===== config.mk =====
export PLATFORM = sky130hd
export DESIGN_NAME = deadline_tracker
export DESIGN_NICKNAME = d
export VERILOG_FILES = /design/src/rtl/memoredf_pkg.sv /design/src/rtl/deadline_counter.sv /design/src/rtl/deadline_tracker.sv
export SDC_FILE = /design/constraint.sdc
export NUM_CORES = 1
export LEC_CHECK = 0
export ABC_AREA = 1
export CORE_ASPECT_RATIO = 0.75
export CORE_MARGIN = 2
export CORE_UTILIZATION = 42
export DETAILED_ROUTE_END_ITERATION = 8
export GPL_TIMING_DRIVEN = 0
export PLACE_DENSITY_LB_ADDON = 0.25
export SLEW_MARGIN = 20
export SYNTH_ARGS = -nofsm -noshare
export SYNTH_HDL_FRONTEND = slang
export SYNTH_SLANG_ARGS = --single-unit

===== constraint.sdc =====
create_clock -name clock -period 1.4 [get_ports clock]
set_input_delay 0.28 -clock clock [delete_from_list [all_inputs] [get_ports clock]]
set_output_delay 0.28 -clock clock [all_outputs]
set_load 0.05 [all_outputs]

===== src/rtl/memoredf_pkg.sv =====
// Shared constants and helpers for the deadline tracker.
package memoredf_pkg;

  localparam int unsigned MISS_CNT_W  = 16;
  localparam int unsigned MAX_VALUE_W = 32;

  typedef enum logic {
    ST_IDLE  = 1'b0,
    ST_ARMED = 1'b1
  } queue_state_e;

  // All-ones deadline of the given width (idle queues never win a min-compare).
  function automatic logic [MAX_VALUE_W-1:0] idle_deadline(input int unsigned width);
    return {MAX_VALUE_W{1'b1}} >> (MAX_VALUE_W - width);
  endfunction

endpackage


===== src/rtl/deadline_counter.sv =====
// Per-queue deadline state: idle/armed, countdown value, sticky miss flag.
// Optional saturating miss counter when DEADLINE_MISS_COUNT_EN is defined.
module deadline_counter
  import memoredf_pkg::*;
#(
  parameter int unsigned VALUE_SIZE = 4
) (
  input  logic                  clock,
  input  logic                  reset,
  input  logic                  tick,
  input  logic [VALUE_SIZE-1:0] period,
  input  logic                  pending,
  input  logic                  grant,
  output logic [VALUE_SIZE-1:0] deadline,
  output logic                  miss,
  output logic [MISS_CNT_W-1:0] miss_count
);

  localparam logic [VALUE_SIZE-1:0] IDLE_VALUE = VALUE_SIZE'(idle_deadline(VALUE_SIZE));

  queue_state_e          state_q;
  queue_state_e          state_d;
  logic [VALUE_SIZE-1:0] value_d;
  logic                  miss_event;

  always_ff @(posedge clock) begin
    if (reset) begin
      state_q  <= ST_IDLE;
      deadline <= IDLE_VALUE;
      miss     <= 1'b0;
    end else begin
      state_q  <= state_d;
      deadline <= value_d;
      miss     <= miss | miss_event;
    end
  end

  // Grant beats pending-drop, which beats arming and the tick countdown.
  always_comb begin
    state_d    = state_q;
    value_d    = deadline;
    miss_event = 1'b0;
    if (grant) begin
      if (pending) begin
        state_d = ST_ARMED;
        value_d = period;
      end else begin
        state_d = ST_IDLE;
        value_d = IDLE_VALUE;
      end
    end else if (!pending) begin
      state_d = ST_IDLE;
      value_d = IDLE_VALUE;
    end else begin
      case (state_q)
        ST_IDLE: begin
          state_d = ST_ARMED;
          value_d = period;
        end
        ST_ARMED: begin
          if (tick) begin
            if (deadline == '0) begin
              miss_event = 1'b1;
            end else begin
              value_d = deadline - VALUE_SIZE'(1);
            end
          end
        end
        default: begin
          state_d = ST_IDLE;
          value_d = IDLE_VALUE;
        end
      endcase
    end
  end

`ifdef DEADLINE_MISS_COUNT_EN
  logic [MISS_CNT_W-1:0] count_q;

  always_ff @(posedge clock) begin
    if (reset) begin
      count_q <= '0;
    end else if (miss_event && (count_q != '1)) begin
      count_q <= count_q + MISS_CNT_W'(1);
    end
  end

  assign miss_count = count_q;
`else
  assign miss_count = '0;
`endif

endmodule


===== src/rtl/deadline_tracker.sv =====
// Per-queue relative-deadline tracker with a shared tick prescaler.
// Define DEADLINE_MISS_COUNT_EN to build the per-queue miss counters.
module deadline_tracker
  import memoredf_pkg::*;
#(
  parameter int unsigned NB_QUEUES  = 4,
  parameter int unsigned VALUE_SIZE = 4,
  parameter int unsigned TICK_DIV   = 1
) (
  input  logic                            clock,
  input  logic                            reset,
  input  logic [NB_QUEUES*VALUE_SIZE-1:0] in_period,
  input  logic [NB_QUEUES-1:0]            in_pending,
  input  logic [NB_QUEUES-1:0]            in_grant,
  input  logic                            in_grant_valid,
  output logic [NB_QUEUES*VALUE_SIZE-1:0] out_deadline,
  output logic [NB_QUEUES-1:0]            out_miss,
  output logic [NB_QUEUES*MISS_CNT_W-1:0] out_miss_count
);

  localparam int unsigned PRESC_W = 8;

  if ((TICK_DIV < 1) || (TICK_DIV > 255)) begin : g_bad_tick_div
    $error("TICK_DIV must be in 1..255");
  end

  logic [PRESC_W-1:0] presc_q;
  logic               tick;

  assign tick = (presc_q == PRESC_W'(TICK_DIV - 1));

  // Shared prescaler: counts 0..TICK_DIV-1, tick on the wrap cycle.
  always_ff @(posedge clock) begin
    if (reset) begin
      presc_q <= '0;
    end else if (tick) begin
      presc_q <= '0;
    end else begin
      presc_q <= presc_q + PRESC_W'(1);
    end
  end

  for (genvar i = 0; i < NB_QUEUES; i++) begin : g_queue
    deadline_counter #(
      .VALUE_SIZE (VALUE_SIZE)
    ) u_counter (
      .clock      (clock),
      .reset      (reset),
      .tick       (tick),
      .period     (in_period[i*VALUE_SIZE +: VALUE_SIZE]),
      .pending    (in_pending[i]),
      .grant      (in_grant_valid & in_grant[i]),
      .deadline   (out_deadline[i*VALUE_SIZE +: VALUE_SIZE]),
      .miss       (out_miss[i]),
      .miss_count (out_miss_count[i*MISS_CNT_W +: MISS_CNT_W])
    );
  end

endmodule


* Word level (Yosys, flattened, before mapping)
Cells that the tools add are included.
** Storage, ports and cells
- Word-level logic and storage cells :: 96
- Input port bits :: 27
- Output and inout port bits :: 84
- Register bits after elaboration :: 32
** Operators by class
- Reductions and logical operators :: 10
- Eq/ne operators :: 8
- Mux-type cells :: 48
- Add/sub/neg operators :: 5
- Bitwise operators :: 12
** Operator list (number)
- $mux 4 :: 20
- $pmux 4 s2 :: 4
- $ne 4x3->1 const B :: 7
- $mux 1 :: 24
- $logic_not 4->1 :: 4
- $sub 4x1->4 const B :: 4
- $add 8x1->8 const B :: 1
- $logic_not 8->1 :: 1
- $reduce_and 2->1 :: 4
- $and 1x1->1 :: 4
- $ne 4x2->1 const B :: 1
- $not 1->1 :: 4
- $or 1x1->1 :: 4
- $reduce_or 2->1 :: 1

* Longest topological paths before layout
Gate-level depths: netlist of run 1.
- Depth after elaboration :: 7
- Mapped depth :: 11
- Gate-level depth less buffers :: 10

* Modules after synthesis
A second synthesis of run 1 with hierarchy kept.
** Unflattened totals
- Cell total of the unflattened synthesis :: 358
- Area total of the unflattened synthesis :: 2423.6 sq um
** Modules (own cells, without submodules)
- deadline_counter :: area an instance 494.2 sq um, cells an instance 71, times used 4, seq. area each 120.1 sq um
- deadline_tracker :: area an instance 446.7 sq um, cells an instance 74, times used 1, seq. area each 160.2 sq um

* Least setup slack after synthesis of run 1
No wires, ideal clock.
- Path type :: register to register
- Start point :: register g_queue[3].u_counter.deadline[0]
- End point :: register g_queue[3].u_counter.deadline[0]
- Buffers on the path :: 0
- Period minus slack after synthesis :: 1621 ps
- Library setup time :: 134 ps
- Arrival :: 1487 ps
- Setup slack :: -221 ps
- Required time :: 1266 ps
- Stages on the path, launching flop included :: 8
- Cells stage by stage :: dfxtp_1 inv_1 ha_1 nor3b_1 nand2_1 nand2_2 nand2_1 nand3_1
** On the way
- Word-level cells in the longest chain between the ends :: 6
- Elaborated cells between the ends (all ways) :: 9
- Classes of those cells :: add/sub (1); eq/ne (1); mux (5); reduce/logical (2)
** Ends and longest elaborated chain
- start, declared :: line deadline_counter.sv:14 : output logic [VALUE_SIZE-1:0] deadline,
- start signal, assigned :: line deadline_counter.sv:33 : deadline <= value_d;
- $sub 4x1->4 :: line deadline_counter.sv:65 : value_d = deadline - VALUE_SIZE'(1);
- $mux 4 :: line deadline_counter.sv:62 : if (deadline == '0) begin
- $mux 4 :: line deadline_counter.sv:61 : if (tick) begin
- $pmux 4 s2 :: line deadline_counter.sv:55 : case (state_q)
- $mux 4 :: line deadline_counter.sv:51 : end else if (!pending) begin
- $mux 4 :: line deadline_counter.sv:43 : if (grant) begin
Parallel ways exist; a longest one is shown, timed or not. The select of a mux whose other input is x is not followed.
A chain may end at the register's enable or synchronous reset.

* Worst setup path after layout of run 1
- Start point :: register g_queue[1].u_counter.miss
- End point :: output port out_miss[1]
** RTL lines
- start, declared :: line deadline_counter.sv:15 : output logic miss,
- start signal, assigned :: line deadline_counter.sv:34 : miss <= miss | miss_event;
- end, declared :: line deadline_tracker.sv:17 : output logic [NB_QUEUES-1:0] out_miss,
No word-level cell between the ends.

==> results of run 1 <==
==> timing repair <==
action | 4_1_cts | 5_1_grt
hold buffers | 0 | 0
setup endpoints to repair | 40 | 29
cloned | 0 | 1
pin swaps | 0 | 5
setup buffers | 0 | 3
gates resized for setup | 62 | 31
==> worst max-delay path by stage <==
stage,startpoint,endpoint,slack (ns)
after floorplan,g_queue[2].u_counter.deadline[0]$_SDFFE_PP1P_,g_queue[2].u_counter.deadline[3]$_SDFFE_PP1P_,0.04
after global placement,in_grant_valid,g_queue[0].u_counter.deadline[2]$_SDFFE_PP1P_,-0.44
after detailed placement,in_grant_valid,g_queue[0].u_counter.deadline[2]$_SDFFE_PP1P_,-0.48
after CTS,presc_q[0]$_SDFF_PP0_,g_queue[1].u_counter.deadline[0]$_SDFFE_PP1P_,0.002
after global routing,presc_q[0]$_SDFF_PP0_,g_queue[1].u_counter.deadline[0]$_SDFFE_PP1P_,-0.009
final,g_queue[1].u_counter.miss$_SDFF_PP0_,out_miss[1],0.05
==> worst max-delay path: cells and delay by family (launching register included) <==
family                 cells  cell delay, ns
buffers and inverters      2            0.45
DFF                        1            0.34
==> state kept, by name (all words and copies together), names as in the netlist <==
name / cells
g_queue.u_counter.deadline: 16
g_queue.u_counter.miss: 4
presc_q: 8
g_queue.u_counter.state_q: 4
==> power by group through the flow <==
stage	combinational, uW	clock [uW]	sequential (uW)
after floorplan	657	0	1070
after global placement	888	0	994
after detailed placement	893	0	995
after CTS	887	881	974
after global routing	946	926	980
final	893	860	976
==> cell type report <==
class                      instances  area [um2]  share of cell area (%)
multi-input combinational        271        1370                    40.4
timing repair buffer              49         478                    14.1
clock buffer                       6        72.6                    2.13
sequential                        32         656                    19.3
clock inverter                     2        35.0                    1.03
inverter                          42         158                    4.64
buffer                            71         534                    15.7
tap                               75        93.8                    2.76
==> per-layer routing <==
metal,GRT usage [%],vias to the layer above,wire length (um)
met2,28.2,70,2490
li1,-,1221,-
met5,0,-,0
met3,3.80,7,352
met4,6.06,0,73
met1,19.7,966,2380
==> per-stage QoR <==
| step | setup WS (ns) | TNS, ns | std cells |
|---|---|---|---|
| final | 0.0520 | 0 | 548 |
| after global routing | -0.00920 | -0.00995 | 548 |
| after CTS | 0.00177 | 0 | 544 |
| after detailed placement | -0.478 | -9.39 | 536 |
| after global placement | -0.443 | -9.02 | 536 |
| after floorplan | 0.0399 | 0 | 416 |
==> cells by family (layout without fill, tap and decap cells) <==
family          count (synthesis)  count (layout)
flops                          32              32
fa+ha+maj                      10              10
compound gates                 27              27
xor+xnor                        5               5
buf+inv                       113             170
other cells                     1              64
simple gates                  165             165
==> synth_stat cells (all sizes together) <==
cell type / number
nand3b: 2
clkinv: 1
a31oi: 1
xor2: 1
nor4: 1
nor2: 31
clkbuf: 1
xnor2: 4
o21ai: 10
buf: 70
o21a: 3
nor3b: 2
dfxtp: 32
conb: 1
a21oi: 13
inv: 41
nand2: 80
nor3: 1
nand3: 48
ha: 10
==> report_table.html, run 1 <==
<table>
<tr><th>Metric</th><th>Value</th></tr>
<tr><th colspan="2">Logic synthesis</th></tr>
<tr><td>Mapped Avg Cell Area</td><td>roughly 6.9 um2</td></tr>
<tr><td>Fraction of post-synthesis cell area in the top cell type by area</td><td>26.5%</td></tr>
<tr><td>Synth unique cells</td><td>27</td></tr>
<tr><td>Main combinational cell family by area after synthesis</td><td>simple AND/OR/NAND/NOR gates</td></tr>
<tr><td>Part of the Yosys area used for sequential elements</td><td>a little over a quarter</td></tr>
<tr><td>Simple-gate share of the synthesized area</td><td>around a third</td></tr>
<tr><td>Post-synthesis share of cell area spent on xor and xnor gates</td><td>under 10%</td></tr>
<tr><td>Count of warnings emitted by yosys</td><td>0</td></tr>
<tr><td>Cells taking the most area after synthesis</td><td>sky130_fd_sc_hd__dfxtp_1 26%, sky130_fd_sc_hd__buf_4 21%, sky130_fd_sc_hd__nand2_1 11%, sky130_fd_sc_hd__nand3_1 9.9%, sky130_fd_sc_hd__inv_1 5.9%</td></tr>
<tr><td>Netlist Area Pre-Place</td><td>approximately 0.0024 mm2</td></tr>
<tr><td>Post-Syn Instances</td><td>353</td></tr>
<tr><td>Mux cell area share after synthesis</td><td>0%</td></tr>
<tr><td>Adder and majority gate portion of the synthesized area</td><td>about 5.2%</td></tr>
<tr><td>Synthesis-stage register bit count</td><td>32</td></tr>
<tr><td>Complex-gate fraction of the synthesized area</td><td>5.94%</td></tr>
<tr><td>Biggest area consumer among synthesized cells</td><td>sky130_fd_sc_hd__dfxtp_1</td></tr>
<tr><th colspan="2">Final layout</th></tr>
<tr><td>Fill count</td><td>about 500</td></tr>
<tr><td>Commonest cells after routing, fill and taps aside</td><td>71 x sky130_fd_sc_hd__buf_4, 66 x sky130_fd_sc_hd__nand2_1, 64 x sky130_fd_sc_hd__conb_1</td></tr>
<tr><td>Area overhead of the layout relative to synthesis</td><td>40.5%</td></tr>
<tr><td>Most common cell after layout, fill and taps aside</td><td>sky130_fd_sc_hd__buf_4</td></tr>
<tr><td>Antenna diodes</td><td>0</td></tr>
<tr><td>Final design area excluding fillers</td><td>roughly 0.0034 mm2</td></tr>
<tr><td>Total Nets Final</td><td>between 500 and 600</td></tr>
<tr><td>Final core occ</td><td>between 60% and 70%</td></tr>
<tr><td>Fraction of final layout cells sized beyond drive strength 1</td><td>30.2%</td></tr>
<tr><th colspan="2">Power</th></tr>
<tr><td>Cell internal power dissipation</td><td>roughly 1700 uW</td></tr>
<tr><td>Combinational cell fraction of total power</td><td>around 33%</td></tr>
<tr><td>Sw frac</td><td>between 30% and 40%</td></tr>
<tr><td>IR drop worst, VDD</td><td>0.474 mV</td></tr>
<tr><td>Overall Power</td><td>between 2000 and 3000 uW</td></tr>
<tr><td>Static leakage</td><td>roughly 0.0019 uW</td></tr>
<tr><td>Part of the power in the clock network</td><td>31.5%</td></tr>
<tr><td>Part of the power in registers</td><td>a little over a third</td></tr>
<tr><td>Net switching power of the design</td><td>roughly 1000 uW</td></tr>
<tr><td>Power density over cell area</td><td>~800 mW/mm2</td></tr>
<tr><th colspan="2">Routing</th></tr>
<tr><td>Via density</td><td>roughly 4.1</td></tr>
<tr><td>Number of vias after detailed routing</td><td>about 2,300</td></tr>
<tr><td>Final routed wirelength across all metal layers</td><td>5300 um</td></tr>
<tr><td>Routed len/inst</td><td>about 9.7 um</td></tr>
<tr><td>Post-route DRC</td><td>0</td></tr>
<tr><td>Detailed router's first-iteration violation count</td><td>154</td></tr>
<tr><td>Number of detailed-route iterations in the first pass</td><td>4</td></tr>
<tr><td>ANT nets after route</td><td>0</td></tr>
<tr><th colspan="2">Critical path</th></tr>
<tr><td>Category of the worst setup path capture point</td><td>output pin</td></tr>
<tr><td>Max stage delay cell, worst path</td><td>sky130_fd_sc_hd__clkdlybuf4s18_2</td></tr>
<tr><td>WP data required</td><td>1.12 ns</td></tr>
<tr><td>Worst-path fanout max</td><td>2</td></tr>
<tr><td>Kind of critical path</td><td>reg2out</td></tr>
<tr><td>Setup crit start kind</td><td>flop</td></tr>
<tr><td>Setup slack of the worst register-to-register path</td><td>about 0.06 ns</td></tr>
<tr><td>Critical Path, Cell by Cell</td><td>buf_4 &gt; clkdlybuf4s18_2</td></tr>
<tr><td>Arrival time worst endpoint</td><td>1.07 ns</td></tr>
<tr><td>Worst r2r src</td><td>presc_q[0]$_SDFF_PP0_</td></tr>
<tr><td>CP max stage delay</td><td>roughly 0.35 ns</td></tr>
<tr><td>Depth of the most critical reg-to-reg path</td><td>10</td></tr>
<tr><td>Reg-to-reg endpoint</td><td>g_queue[1].u_counter.deadline[0]$_SDFFE_PP1P_</td></tr>
<tr><th colspan="2">Run status</th></tr>
<tr><td>Outcome</td><td>complete, no violations</td></tr>
<tr><th colspan="2">CTS</th></tr>
<tr><td>Number of buffers inserted during clock tree synthesis</td><td>5</td></tr>
<tr><td>Latest clock arrival within the worst-skew pair</td><td>0.28 ns</td></tr>
<tr><td>Clock transition at the register clock pins on the worst setup and hold paths after CTS</td><td>~0.070 ns</td></tr>
<tr><td>CTS Root Buffer Type</td><td>sky130_fd_sc_hd__clkbuf_8</td></tr>
<tr><td>Number of levels the H-tree was split into</td><td>2</td></tr>
<tr><td>Clock tree from TritonCTS</td><td>yes</td></tr>
<tr><td>Maximum buffer depth of the clock tree</td><td>2</td></tr>
<tr><td>CTS sink cnt</td><td>32</td></tr>
<tr><th colspan="2">Global routing</th></tr>
<tr><td>First-pass GRT wire length</td><td>~8600 um</td></tr>
<tr><td>Number of global-route vias before repair</td><td>just under 2,000</td></tr>
<tr><td>Antenna violations before repair</td><td>0</td></tr>
<tr><td>Aggregate global-route resource usage</td><td>between 10% and 20%</td></tr>
<tr><td>Pin count of the biggest net entering global routing</td><td>11</td></tr>
<tr><td>Global-route congestion overflow total</td><td>0</td></tr>
<tr><th colspan="2">Timing</th></tr>
<tr><td>Final-report max-slew violation count</td><td>0</td></tr>
<tr><td>Final number of setup-violating endpoints</td><td>0</td></tr>
<tr><td>Transition time at the pin with the least slew margin</td><td>around 0.53 ns</td></tr>
<tr><td>Final clock skew</td><td>between 0.009 and 0.01 ns</td></tr>
<tr><td>Tmin final</td><td>approximately 1.3 ns</td></tr>
<tr><td>Period Utilization, post-route</td><td>96.3%</td></tr>
<tr><td>Final Hold Vio Count</td><td>0</td></tr>
<tr><td>Worst-case hold slack</td><td>0.327 ns</td></tr>
<tr><td>Highest attainable clock frequency</td><td>approximately 740 MHz</td></tr>
<tr><td>Worst relative slew slack</td><td>about two thirds</td></tr>
<tr><th colspan="2">Floorplanning</th></tr>
<tr><td>Die outline area</td><td>between 0.006 and 0.007 mm2</td></tr>
<tr><td>Initial cell density of the core</td><td>44.5%</td></tr>
<tr><td>Row cnt</td><td>23</td></tr>
<tr><td>Floorplan die width</td><td>91.7 um</td></tr>
<tr><td>IO Pins</td><td>around 110</td></tr>
<tr><td>Height of the chip</td><td>between 60 and 70 um</td></tr>
<tr><td>Core Region</td><td>between 0.005 and 0.006 mm2</td></tr>
<tr><th colspan="2">Hold path</th></tr>
<tr><td>Hold Path End</td><td>g_queue[3].u_counter.miss$_SDFF_PP0_</td></tr>
<tr><td>Min-Delay Path Class</td><td>in2reg</td></tr>
<tr><td>Number of cells on the worst hold path</td><td>2</td></tr>
<tr><td>Worst hold start</td><td>reset</td></tr>
<tr><th colspan="2">Placement</th></tr>
<tr><td>Final Wtd Congestion</td><td>between 0.8 and 0.9</td></tr>
<tr><td>Placed cell area</td><td>approximately 0.0032 mm2</td></tr>
<tr><td>DPL Wire Length</td><td>between 4000 and 5000 um</td></tr>
<tr><td>Count of buffers inserted at the top-level ports</td><td>45</td></tr>
<tr><th colspan="2">Run</th></tr>
<tr><td>Max_cap viols</td><td>0</td></tr>
</table>
Power figures use the tool's default switching activity.
==> inputs of run 2 (changes only) <==
Settings changed: CTS_BUF_LIST set to sky130_fd_sc_hd__clkbuf_16.
==> report_table.html, run 2 (synthesis results as in run 1) <==
<table>
<tr><th>Metric</th><th>Value</th></tr>
<tr><th colspan="2">Timing</th></tr>
<tr><td>Final worst-path setup slack</td><td>0.0383 ns (-0.0137 ns)</td></tr>
<tr><td>Tmin final</td><td>1.36 ns (+0.0137 ns)</td></tr>
<tr><td>Final number of setup-violating endpoints</td><td>0 (unchanged)</td></tr>
<tr><td>Final clock skew</td><td>0.00441 ns (-0.00473 ns)</td></tr>
<tr><td>Highest attainable clock frequency</td><td>734 MHz (-1.0%)</td></tr>
<tr><td>Transition time at the pin with the least slew margin</td><td>0.532 ns (+0.00500 ns)</td></tr>
<tr><td>Final Hold Vio Count</td><td>0 (unchanged)</td></tr>
<tr><td>Worst relative slew slack</td><td>64.5% (-0.33 points)</td></tr>
<tr><td>Final-report max-slew violation count</td><td>0 (unchanged)</td></tr>
<tr><td>Period Utilization, post-route</td><td>97.3% (+0.98 points)</td></tr>
<tr><th colspan="2">Critical path</th></tr>
<tr><td>Path length in cells of the critical path</td><td>1 (-1)</td></tr>
<tr><td>End of the critical path</td><td>out_deadline[11]</td></tr>
<tr><td>Reg-to-reg endpoint</td><td>g_queue[1].u_counter.deadline[0]$_SDFFE_PP1P_</td></tr>
<tr><td>Worst-path fanout max</td><td>5 (+3)</td></tr>
<tr><td>WP data required</td><td>1.12 ns (about the same)</td></tr>
<tr><td>CP max stage delay</td><td>0.41 ns (+0.06 ns)</td></tr>
<tr><td>Buffer and inverter count on the worst path</td><td>1 (-1)</td></tr>
<tr><td>Category of the worst setup path capture point</td><td>output pin</td></tr>
<tr><td>Kind of critical path</td><td>reg2out</td></tr>
<tr><td>Arrival time worst endpoint</td><td>1.08 ns (about the same)</td></tr>
<tr><td>Setup slack of the worst register-to-register path</td><td>0.06 ns (about the same)</td></tr>
<tr><td>Setup crit start kind</td><td>flop</td></tr>
<tr><td>Origin of the worst setup path</td><td>g_queue[2].u_counter.deadline[3]$_SDFFE_PP1P_</td></tr>
<tr><td>CP delay by family, top</td><td>flip-flops</td></tr>
<tr><td>Worst r2r src</td><td>presc_q[1]$_SDFF_PP0_</td></tr>
<tr><td>Depth of the most critical reg-to-reg path</td><td>10 (unchanged)</td></tr>
<tr><td>Critical Path, Cell by Cell</td><td>clkdlybuf4s15_2</td></tr>
<tr><td>Max stage delay cell, worst path</td><td>sky130_fd_sc_hd__dfxtp_1</td></tr>
<tr><th colspan="2">Placement</th></tr>
<tr><td>Worst setup slack before clock tree synthesis</td><td>-0.478 ns (unchanged)</td></tr>
<tr><td>Count of buffers inserted at the top-level ports</td><td>45 (unchanged)</td></tr>
<tr><td>DPL Wire Length</td><td>4160 um (unchanged)</td></tr>
<tr><td>Final Wtd Congestion</td><td>0.890 (unchanged)</td></tr>
<tr><th colspan="2">Global routing</th></tr>
<tr><td>Antenna violations before repair</td><td>0 (unchanged)</td></tr>
<tr><td>First-pass GRT wire length</td><td>8580 um (-0.16%)</td></tr>
<tr><td>Global-route congestion overflow total</td><td>0 (unchanged)</td></tr>
<tr><td>Aggregate global-route resource usage</td><td>16.4% (+0.046 points)</td></tr>
<tr><td>Pin count of the biggest net entering global routing</td><td>11 (unchanged)</td></tr>
<tr><td>Number of global-route vias before repair</td><td>1,930 (-0.97%)</td></tr>
<tr><th colspan="2">Final layout</th></tr>
<tr><td>Antenna diodes</td><td>0 (unchanged)</td></tr>
<tr><td>Largest registers</td><td>g_queue.u_counter.deadline: 16 flops, presc_q: 8 flops</td></tr>
<tr><td>Area overhead of the layout relative to synthesis</td><td>43.3%</td></tr>
<tr><td>Total Nets Final</td><td>510 (+0.20%)</td></tr>
<tr><td>Flip-flop count of the largest register after layout</td><td>16 (unchanged)</td></tr>
<tr><td>Most common cell after layout, fill and taps aside</td><td>sky130_fd_sc_hd__buf_4</td></tr>
<tr><td>Fraction of final layout cells sized beyond drive strength 1</td><td>30.4% (+0.15 points)</td></tr>
<tr><td>Largest reg by FF count</td><td>g_queue.u_counter.deadline</td></tr>
<tr><td>Fill count</td><td>489 (-2.4%)</td></tr>
<tr><td>Commonest cells after routing, fill and taps aside</td><td>72 x sky130_fd_sc_hd__buf_4, 64 x sky130_fd_sc_hd__nand2_1, 64 x sky130_fd_sc_hd__conb_1</td></tr>
<tr><th colspan="2">Floorplanning</th></tr>
<tr><td>Core Region</td><td>0.00544 mm2 (unchanged)</td></tr>
<tr><td>Floorplan die width</td><td>91.7 um (unchanged)</td></tr>
<tr><td>Die outline area</td><td>0.00639 mm2 (unchanged)</td></tr>
<tr><td>IO Pins</td><td>111 (unchanged)</td></tr>
<tr><td>Height of the chip</td><td>69.8 um (unchanged)</td></tr>
<tr><td>Row cnt</td><td>23 (unchanged)</td></tr>
<tr><td>Initial cell density of the core</td><td>44.5% (unchanged)</td></tr>
<tr><th colspan="2">CTS</th></tr>
<tr><td>Maximum buffer depth of the clock tree</td><td>2 (unchanged)</td></tr>
<tr><td>Latest clock arrival within the worst-skew pair</td><td>0.27 ns (about the same)</td></tr>
<tr><td>Cts hold-fix bufs</td><td>0 (unchanged)</td></tr>
<tr><td>Number of levels the H-tree was split into</td><td>2 (unchanged)</td></tr>
<tr><td>CTS sink cnt</td><td>32 (unchanged)</td></tr>
<tr><td>CTS Root Buffer Type</td><td>sky130_fd_sc_hd__clkbuf_16</td></tr>
<tr><td>Clock tree from TritonCTS</td><td>yes</td></tr>
<tr><td>Clock transition at the register clock pins on the worst setup and hold paths after CTS</td><td>0.05 ns (-0.02 ns)</td></tr>
<tr><td>Number of buffers inserted during clock tree synthesis</td><td>5 (unchanged)</td></tr>
<tr><th colspan="2">Routing</th></tr>
<tr><td>Post-route DRC</td><td>0 (unchanged)</td></tr>
<tr><td>ANT nets after route</td><td>0 (unchanged)</td></tr>
<tr><td>Number of vias after detailed routing</td><td>2,267 (+0.13%)</td></tr>
<tr><td>Number of detailed-route iterations in the first pass</td><td>5 (+1)</td></tr>
<tr><td>Detailed router's first-iteration violation count</td><td>99 (-36%)</td></tr>
<tr><td>Routed len/inst</td><td>9.75 um (+0.84%)</td></tr>
<tr><td>Via density</td><td>4.13 (about the same)</td></tr>
<tr><td>Final routed wirelength across all metal layers</td><td>5350 um (+1.0%)</td></tr>
<tr><th colspan="2">Hold path</th></tr>
<tr><td>Min-Delay Path Class</td><td>in2reg</td></tr>
<tr><th colspan="2">Power</th></tr>
<tr><td>IR drop worst, VDD</td><td>0.696 mV (+47%)</td></tr>
<tr><td>Static leakage</td><td>0.00194 uW (+1.9%)</td></tr>
<tr><td>Power density over cell area</td><td>883 mW/mm2 (+10%)</td></tr>
<tr><td>Overall Power</td><td>3060 uW (+12%)</td></tr>
<tr><th colspan="2">Run</th></tr>
<tr><td>Max_cap viols</td><td>0 (unchanged)</td></tr>
<tr><th colspan="2">Run status</th></tr>
<tr><td>Outcome</td><td>complete, no violations</td></tr>
</table>
[run 2: cell count changes in the layout (fill, tap and decap cells not counted), moves of 2 or more]
cell                              change
sky130_fd_sc_hd__clkdlybuf4s18_2      -2
sky130_fd_sc_hd__inv_1                +2
sky130_fd_sc_hd__nand2_1              -2
sky130_fd_sc_hd__nand2_2              +2
sky130_fd_sc_hd__clkbuf_16            +5
sky130_fd_sc_hd__clkbuf_8             -5
[run 2: worst min path at each step]
stage,to,start,cells past startpoint,slack [ns]
CTS,g_queue[3].u_counter.miss$_SDFF_PP0_,reset,2,0.34
finish,g_queue[3].u_counter.miss$_SDFF_PP0_,reset,2,0.34
detailed placement,g_queue[1].u_counter.deadline[0]$_SDFFE_PP1P_,g_queue[1].u_counter.deadline[0]$_SDFFE_PP1P_,2,0.45
global placement,presc_q[0]$_SDFF_PP0_,presc_q[0]$_SDFF_PP0_,1,0.44
global route,g_queue[3].u_counter.miss$_SDFF_PP0_,reset,2,0.35
floorplan,presc_q[0]$_SDFF_PP0_,presc_q[0]$_SDFF_PP0_,1,0.43
[run 2: timing repair]
item	4_1_cts	5_1_grt
buffers inserted	0	4
gates cloned	0	1
gates resized for setup	60	28
pin swaps	0	5
endpoints found under the setup margin	40	24
[run 2: final cells by class]
| class | instances | area (um2) | area share (%) |
|---|---|---|---|
| clock inverters | 3 | 38.8 | 1.12 |
| clock buffers | 5 | 125 | 3.61 |
| multi-input cells | 271 | 1380 | 39.7 |
| repair buffers | 50 | 485 | 14.0 |
| plain buffers | 71 | 534 | 15.4 |
| well taps | 75 | 93.8 | 2.70 |
| inverters | 42 | 158 | 4.54 |
| flip-flops and latches | 32 | 656 | 18.9 |
[run 2: metal layers]
metal	track usage (%)	share of wire [%]	vias to the layer above
li1	-	-	1223
met1	19.9	45	974
met5	0	0	-
met4	5.05	0.80	0
met2	28.0	48	68
met3	4.67	6.5	2
[run 2: stage by stage]
step	std cells	area, um2	hold WS, ns	setup TNS (ns)	utilization [%]
after floorplan	416	2670	0.430	0	-
after global placement	536	3210	0.443	-9.02	59.1
after detailed placement	536	3210	0.447	-9.39	59.1
after CTS	544	3400	0.341	0	62.6
after global routing	549	3470	0.352	-0.0316	63.8
final	549	3470	0.338	0	63.8
[run 2: power by group]
| group | total [uW] | internal [uW] | switching, uW |
|---|---|---|---|
| Clock | 1190 | 827 | 363 |
| Combinational | 893 | 274 | 619 |
| Sequential | 979 | 943 | 35.5 |
| Total | 3060 | 2040 | 1020 |
==> inputs of run 3 (changes only) <==
Settings changed: CTS_CLUSTER_DIAMETER set to 100.
==> results of run 3 <==
No change in the layout: final DEF, timing and power equal those of run 2.
